<file path="src/rtl/keypad_pkg.sv">
// Shared types and constants for the 4x4 matrix keypad scanner.
// Holds the FSM state enum, the row/column key map and the row priority helper.
package keypad_pkg;

  typedef enum logic [1:0] {SCAN, DEBOUNCE, HELD, RELEASE} kp_state_e;

  // Index is {row, col}. Row 0 occupies the low nibbles.
  localparam logic [15:0][3:0] KEY_MAP = {
    4'hD, 4'hF, 4'h0, 4'hE,
    4'hC, 4'h9, 4'h8, 4'h7,
    4'hB, 4'h6, 4'h5, 4'h4,
    4'hA, 4'h3, 4'h2, 4'h1
  };

  function automatic logic [1:0] lowest_low_row(input logic [3:0] r);
    casez (r)
      4'b???0: return 2'd0;
      4'b??01: return 2'd1;
      4'b?011: return 2'd2;
      default: return 2'd3;
    endcase
  endfunction

endpackage

</file>
<file path="src/rtl/keypad_sync.sv">
// Two-flop synchronizer for the asynchronous keypad row lines.
// Resets to all-ones so that an idle, pulled-up keypad reads as "no key".
module keypad_sync (
  input  logic       clk,
  input  logic       reset,
  input  logic [3:0] d,
  output logic [3:0] q
);

  logic [3:0] meta;

  always_ff @(posedge clk or negedge reset) begin
    if (!reset) begin
      meta <= '1;
      q    <= '1;
    end else begin
      meta <= d;
      q    <= meta;
    end
  end

endmodule

</file>
<file path="src/rtl/keypad_scanner.sv">
// 4x4 active-low keypad scanner: column scan, row debounce on press and release,
// and a two-deep history of accepted keys for the dual-digit display mux.
module keypad_scanner
  import keypad_pkg::*;
#(
  parameter int SCAN_DIV        = 4096,
  parameter int DEBOUNCE_CYCLES = 65536
) (
  input  logic       clk,
  input  logic       reset,
  input  logic [3:0] rows,
  output logic [3:0] cols,
  output logic [3:0] digit_new,
  output logic [3:0] digit_old,
  output logic       key_valid
);

  localparam int SW = $clog2(SCAN_DIV);
  localparam int DW = $clog2(DEBOUNCE_CYCLES);
  localparam logic [SW-1:0] SCAN_LAST = SW'(SCAN_DIV - 1);
  // The cycle that enters DEBOUNCE/RELEASE already counts as the first stable cycle.
  localparam logic [DW-1:0] DB_LAST = DW'(DEBOUNCE_CYCLES - 2);

  kp_state_e     state, state_nx;
  logic [SW-1:0] scan_cnt, scan_cnt_nx;
  logic [DW-1:0] db_cnt, db_cnt_nx;
  logic [1:0]    col_idx, col_nx, row_idx, row_nx;
  logic [3:0]    dnew_nx, dold_nx;
  logic          kv_nx;
  logic [3:0]    rows_s;
  logic          tick, row_low;
  logic [DW-1:0] db_inc;

  keypad_sync u_sync (
    .clk   (clk),
    .reset (reset),
    .d     (rows),
    .q     (rows_s)
  );

  assign cols    = ~(4'b0001 << col_idx);
  assign tick    = (scan_cnt == SCAN_LAST);
  assign row_low = ~rows_s[row_idx];
  assign db_inc  = (db_cnt == '1) ? db_cnt : db_cnt + 1'b1;

  always_ff @(posedge clk or negedge reset) begin
    if (!reset) begin
      state     <= SCAN;
      scan_cnt  <= '0;
      db_cnt    <= '0;
      col_idx   <= '0;
      row_idx   <= '0;
      digit_new <= '0;
      digit_old <= '0;
      key_valid <= 1'b0;
    end else begin
      state     <= state_nx;
      scan_cnt  <= scan_cnt_nx;
      db_cnt    <= db_cnt_nx;
      col_idx   <= col_nx;
      row_idx   <= row_nx;
      digit_new <= dnew_nx;
      digit_old <= dold_nx;
      key_valid <= kv_nx;
    end
  end

  always_comb begin
    state_nx    = state;
    scan_cnt_nx = scan_cnt;
    db_cnt_nx   = db_cnt;
    col_nx      = col_idx;
    row_nx      = row_idx;
    dnew_nx     = digit_new;
    dold_nx     = digit_old;
    kv_nx       = 1'b0;
    case (state)
      SCAN: begin
        scan_cnt_nx = tick ? '0 : scan_cnt + 1'b1;
        if (tick) begin
          if (rows_s != 4'hF) begin
            row_nx    = lowest_low_row(rows_s);
            db_cnt_nx = '0;
            state_nx  = DEBOUNCE;
          end else begin
            col_nx = col_idx + 2'd1;
          end
        end
      end
      DEBOUNCE: begin
        if (!row_low) begin
          state_nx = SCAN;
        end else if (db_cnt == DB_LAST) begin
          dold_nx  = digit_new;
          dnew_nx  = KEY_MAP[{row_idx, col_idx}];
          kv_nx    = 1'b1;
          state_nx = HELD;
        end else begin
          db_cnt_nx = db_inc;
        end
      end
      HELD: begin
        if (!row_low) begin
          db_cnt_nx = '0;
          state_nx  = RELEASE;
        end
      end
      RELEASE: begin
        if (row_low) begin
          db_cnt_nx = '0;
          state_nx  = HELD;
        end else if (db_cnt == DB_LAST) begin
          scan_cnt_nx = '0;
          col_nx      = col_idx + 2'd1;
          state_nx    = SCAN;
        end else begin
          db_cnt_nx = db_inc;
        end
      end
      default: state_nx = SCAN;
    endcase
  end

endmodule

</file>
<file path="config.mk">
export PLATFORM = sky130hd
export DESIGN_NAME = keypad_scanner
export DESIGN_NICKNAME = d
export VERILOG_FILES = /design/src/rtl/keypad_pkg.sv /design/src/rtl/keypad_sync.sv /design/src/rtl/keypad_scanner.sv
export SDC_FILE = /design/constraint.sdc
export NUM_CORES = 1
export LEC_CHECK = 0
export BUFFER_PORTS_ARGS = -buffer_cell sky130_fd_sc_hd__buf_2
export CORE_MARGIN = 5
export CORE_UTILIZATION = 54
export DETAILED_ROUTE_END_ITERATION = 10
export PLACE_DENSITY = 0.8
export SLEW_MARGIN = 20
export SYNTH_ARGS = -nofsm -noshare
export SYNTH_HDL_FRONTEND = slang
export SYNTH_SLANG_ARGS = --single-unit
export TNS_END_PERCENT = 5
</file>
<file path="constraint.sdc">
create_clock -name clk -period 2.2 [get_ports clk]
set_input_delay 0.22 -clock clk [delete_from_list [all_inputs] [get_ports clk]]
set_output_delay 0.22 -clock clk [all_outputs]
set_load 0.01 [all_outputs]
</file>
# Word level (Yosys, flattened, before mapping)
# Memories as Yosys holds them, arrays and structs flattened. A register that Yosys moved wholly into a read port is not among the register bits.
# Cells that the tools add are included.
# W data, S select, Z words.
dict set report word_totals {
  register_bits 47
  rom_bits 64
  inputBits 6
  out_inout_bits 13
  elab_cells 76
  memories 1
}
# name words word_bits read_ports rd_clocked_by_memory_dff wr line_no
set mem_list {}
lappend mem_list {{(name not given)} 16 4 1 1 0 keypad_scanner.sv:95} ;# dnew_nx = KEY_MAP[{row_idx, col_idx}];
dict set report classes {
  n_addsub 3
  magnitude_cmp 1
  eq_ne 18
  shift 1
  mux 31
  bitwise_logic 3
  n_reduce_logical 9
}
# op count
set op_table {}
lappend op_table {{$mux W16} 7}
lappend op_table {{$pmux W16 S4} 1}
lappend op_table {{$mux W12} 3}
lappend op_table {{$eq A16 B16 Y1 const B} 2}
lappend op_table {{$pmux W12 S2} 1}
lappend op_table {{$mux W2} 11}
lappend op_table {{$add A16 B1 Y16 const B} 1}
lappend op_table {{$ne A2 B2 Y1 const B} 7}
lappend op_table {{$add A12 B1 Y12 const B} 1}
lappend op_table {{$eq A12 B12 Y1 const B} 1}
lappend op_table {{$reduce_and A5 Y1} 2}
lappend op_table {{$reduce_and A3 Y1} 3}
lappend op_table {{$pmux W2 S4} 1}
lappend op_table {{$ne A3 B3 Y1 const B} 2}
lappend op_table {{$pmux W2 S3} 1}
lappend op_table {{$eq A2 B1 Y1 const B} 2}
lappend op_table {{$eq A2 B2 Y1 const B} 2}
lappend op_table {{$mux W1} 4}
lappend op_table {{$ne A4 B4 Y1 const B} 1}
lappend op_table {{$not A4 Y4} 1}
lappend op_table {{$pmux W2 S2} 1}
lappend op_table {{$reduce_and A4 Y1} 1}
lappend op_table {{$shl A1 B2 Y4 const A} 1}
lappend op_table {{$eq A3 B2 Y1 const B} 1}
lappend op_table {{7 further kinds} 8}

# Depth between registers and ports, before layout
dict set report logic_depth {
  depth_word 5
  mapped_depth 9
  ltp_nobuf 6
}

# By module
# Synthesis repeated with hierarchy kept, for this count alone.
dict set report unflattened {
  hier_cells 280
  area_unflattened_um2 2786.4
}
# module n_inst cells_each area_each_um2 seq_area_each_um2
set modules_own_cells {}
lappend modules_own_cells {keypad_scanner 1 272 2576.2 1076.0}
lappend modules_own_cells {keypad_sync 1 8 210.2 210.2}

# Worst setup path before layout
# OpenSTA, ideal clock, no wires.
dict set report synth_timing {
  path_kind {register to register}
  startpoint {register scan_cnt[0]}
  endpoint {register db_cnt[11]}
  setup_time_ns 0.078
  t_arrival_ns 2.112
  t_required_ns 2.122
  path_slack_ns 0.010
  stages_incl_launch_ff 9
  path_buffers 2
  period_less_slack_ns 2.190
  cell_sequence {dfrtp_1 > ha_1 > or3b_4 > and4b_1 > buf_4 > a211oi_4 > buf_6 > or4_1 > a21oi_1}
}
dict set report synth_via {
  elab_chain_cells 3
}
# element line_no
set synth_lines {}
lappend synth_lines {{from (decl)} keypad_scanner.sv:25} ;# logic [SW-1:0] scan_cnt, scan_cnt_nx;
lappend synth_lines {{from (signal assigned)} keypad_scanner.sv:58} ;# scan_cnt <= scan_cnt_nx;
lappend synth_lines {{$eq A12 B12 Y1} keypad_scanner.sv:42} ;# assign tick = (scan_cnt == SCAN_LAST);
lappend synth_lines {{$ne A2 B2 Y1 (no source line)} --}
lappend synth_lines {{$reduce_and A4 Y1 (no source line)} --}
lappend synth_lines {{to (signal assigned)} keypad_scanner.sv:59} ;# db_cnt <= db_cnt_nx;
lappend synth_lines {{to (decl)} keypad_scanner.sv:26} ;# logic [DW-1:0] db_cnt, db_cnt_nx;
# No other way between the ends.
# A chain may end at the register's enable or synchronous reset.

# Worst setup path in the final report
dict set report layout_timing {
  startpoint {register scan_cnt[0]}
  endpoint {register db_cnt[2]}
}
# Same word-level chain as after synthesis.

==> out/metrics.csv <==
stage,metric,value,unit
critical_path,Worst EP arrival,2.49,ns
detailed_routing,final WL,6010,µm
finish,Diodes inserted,0,
power,PD cells,484,mW/mm²
sta,final setup vio count,11,
synthesis,Synth top area share,0.390,
critical_path,Setup crit start kind,register,
sta,Slew HR,0.588,
critical_path,Reg2Reg Depth,7,
detailed_routing,Remaining DRCs,0,
synthesis,asr flop ratio synth,1.00,
die,Die ar.,0.00664,mm²
die,core area,0.00504,mm²
synthesis,"Seq/Total Area, Yosys",0.466,
finish,Nets,340,
finish,area grow syn2layout,20.3,%
power,P_leak,0.00146,µW
worst_hold_path,min-delay worst type,primary input to asynchronous set/reset pin,
grt,vias in the first global route,2246,
detailed_routing,Top Layer Used,met4,
power,Clock power frac,0.387,
finish,# fillers,394,
critical_path,CP endpoint kind,register,
sta,final slew viol count,0,
power,sw power,310,µW
synthesis,cells after synthesis,281,
sta,unrepaired setup endpoints after global routing,yes,
synthesis,Post-synth top cells,"dfrtp_1, nand2_1, a21oi_1",
die,row count,26,
power,sequential share of power,0.593,
synthesis,Synth cell types,52,
die,IO Pins,19,
critical_path,end of the critical path,db_cnt[2],
synthesis,number of synthesized flops with an enable pin,0,
detailed_routing,wire length on met2,2960,µm
place,dpl hpwl,3970,µm
detailed_routing,Via density,5.89,
sta,PnR worst setup slack,-0.0425,ns
synthesis,main combinational cell family by area after synthesis,simple AND/OR/NAND/NOR gates,
detailed_routing,routed len/inst,15.2,µm
power,Int Pwr,1300,µW
sta,Worst Tran Pin Value,0.617,ns
detailed_routing,1st-pass router iterations,4,
synthesis,Synth area leaders,"dfrtp_1, dfstp_2, nand2_1",
die,Initial Utilization,0.548,
grt,initial antenna violation count,0,
sta,tightest hold margin,0.00971,ns
sta,min Tclk post-route,2.24,ns
sta,Fin. Hold Viols,0,
outcome,violated checks,setup timing,
synthesis,post-synthesis compound-gate area fraction,0.150,
run,max-cap check violation count,0,
clocking,insertion delay to the later sink of the worst-skew pair,0.30,ns
clocking,CTS Root Cell,clkbuf_8,
power,total power,1610,µW
critical_path,origin of the critical flop-to-flop path,scan_cnt[0],
grt,grt ovf,0,
place,placer congestion estimate,0.848,
critical_path,reg2reg end,db_cnt[2],
detailed_routing,Post-DRT Antenna Nets,0,
synthesis,mapped cell area,0.00276,mm²
sta,period utilization,1.02,
detailed_routing,metal3 WL,334,µm
synthesis,Synthesized Nets,296,
synthesis,main flop type after synthesis,dfrtp_1,
power,Comb pwr share,0.020,
detailed_routing,DR iter-0 viols,204,
finish,area of the multi-input gates,0.00142,mm²
sta,Clock Skews,0.0193,ns
grt,gr usage total,0.195,
grt,first-pass GRT wire length,10200,µm
clocking,number of CTS-inserted buffers,5,
synthesis,post-synthesis xor/xnor area fraction,0.0222,
detailed_routing,met1 WL,2640,µm
synthesis,post-synthesis simple-gate area fraction,0.243,
die,die width,81.5,µm
synthesis,mux contribution to synthesized area,0.0390,
synthesis,Seq cells post-synth,51,
sta,Achievable Freq,446,MHz
synthesis,dominant cell type by area after synthesis,dfrtp_1,
clocking,Max clock buf depth,2,
outcome,status,"complete, but fails checks",
finish,FF/Latch Area,0.00129,mm²
detailed_routing,vias,2334,
die,die height,81.5,µm
synthesis,adder and majority gate portion of the synthesized area,0.0408,
finish,share of cells above drive strength 1,0.264,
clocking,Num Clock Sinks,51,
synthesis,Synth warnings,0,
critical_path,R2R Setup Slk,-0.04,ns
synthesis,most common cell in the netlist,dfrtp_1,
synthesis,average cell area after synthesis,9.83,µm²
grt,largest net degree at the start of global routing,52,
critical_path,critical path launch point,scan_cnt[0],
clocking,CTS tree,yes,
clocking,clk slew on worst S/H paths,0.09,ns
place,Port Buffers,18,
critical_path,Worst Path Required,2.45,ns
clocking,H-tree depth,2,
power,sw frac,0.193,
critical_path,critical path class,register to register,
critical_path,"Max FO, Critical Path",8,
place,DP Worst Slack,-0.0904,ns
power,Worst VDD drop,0.000368,V
==> cell type report <==
cell class / instances / share of cell area
clock buffer: 7 / 0.0230
multi-input combinational: 208 / 0.428
timing repair buffer: 48 / 0.114
inverter: 11 / 0.0124
sequential: 51 / 0.387
clock inverter: 1 / 0.00904
tap: 70 / 0.0264
==> routing by layer <==
| metal | track usage | vias to the layer above |
|---|---|---|
| li1 | - | 1133 |
| met1 | 0.250 | 1116 |
| met2 | 0.331 | 74 |
| met3 | 0.0417 | 11 |
| met4 | 0.0574 | 0 |
| met5 | 0 | - |
==> sequential cells by signal, indices dropped and copies added, names as in the netlist, named ones only <==
signal	flops
db_cnt	16
scan_cnt	12
row_idx	2
col_idx	2
key_valid	1
u_sync.q	4
u_sync.meta	4
digit_old	4
digit_new	4
state	1
==> layout by cell type, fill, tap and decap left out, drive strengths merged, types with 8 or more instances in the layout <==
master	count
dfrtp	43
ha	9
or4	12
o21ai	19
dfstp	8
a21oi	19
inv	11
nand4	9
nand2	37
nand3	13
buf	46
nor2	15
==> power groups by stage <==
| stage | Combinational (µW) | Clock, µW | Sequential (µW) |
|---|---|---|---|
| global route | 39.7 | 679 | 955 |
| global placement | 33.8 | 0 | 972 |
| finish | 32.9 | 622 | 954 |
| floorplan | 8.05 | 0 | 971 |
| CTS | 34.5 | 640 | 954 |
| detailed placement | 34.2 | 0 | 972 |
==> critical path, cell delays in order, from the launching register on <==
cell	delay, ns
dfrtp_1	0.38
ha_2	0.20
or3b_4	0.38
and4b_2	0.33
a211oi_4	0.10
bufbuf_16	0.28
or4_1	0.46
nand2_1	0.07
==> cell families (layout without fill, tap and decap cells) <==
group / Yosys count / count (layout)
simple gates: 119 / 119
flops: 51 / 51
buf+inv: 22 / 67
xor+xnor: 7 / 7
fa+ha+maj: 9 / 9
compound gates: 65 / 65
mux: 8 / 8
==> per-stage QoR <==
stage / utilization / instances / area (µm²) / TNS, ns
final: 0.659 / 396 / 3320 / -0.297
after global routing: 0.659 / 396 / 3320 / -0.926
after CTS: 0.649 / 395 / 3270 / -0.00290
after detailed placement: 0.608 / 382 / 3060 / -0.479
after global placement: 0.608 / 382 / 3060 / 0
after floorplan: - / 281 / 2760 / 0
==> how the worst min path moves through the flow <==
| stage | startpoint | end | slack (ns) | cells after the start |
|---|---|---|---|---|
| 6_report | reset | db_cnt[9] | 0.01 | 2 |
| 5_1_grt | rows[0] | u_sync.meta[0] | 0.007 | 1 |
| 4_1_cts | rows[3] | u_sync.meta[3] | 0.01 | 1 |
| 3_5_place_dp | rows[1] | u_sync.meta[1] | 0.33 | 1 |
| 3_3_place_gp | rows[1] | u_sync.meta[1] | 0.33 | 1 |
| 2_1_floorplan | reset | asynchronous set/reset pin | -0.08 | 0 |
==> what timing repair did <==
item | 4_1_cts | 5_1_grt
hold buffers | 0 | 0
gates cloned | 2 | 0
buffers inserted | 3 | 1
endpoints found under the setup margin | 11 | 25
pin swaps | 10 | 7
gates resized for setup | 5 | 9
(Power assumes the default switching activity.)
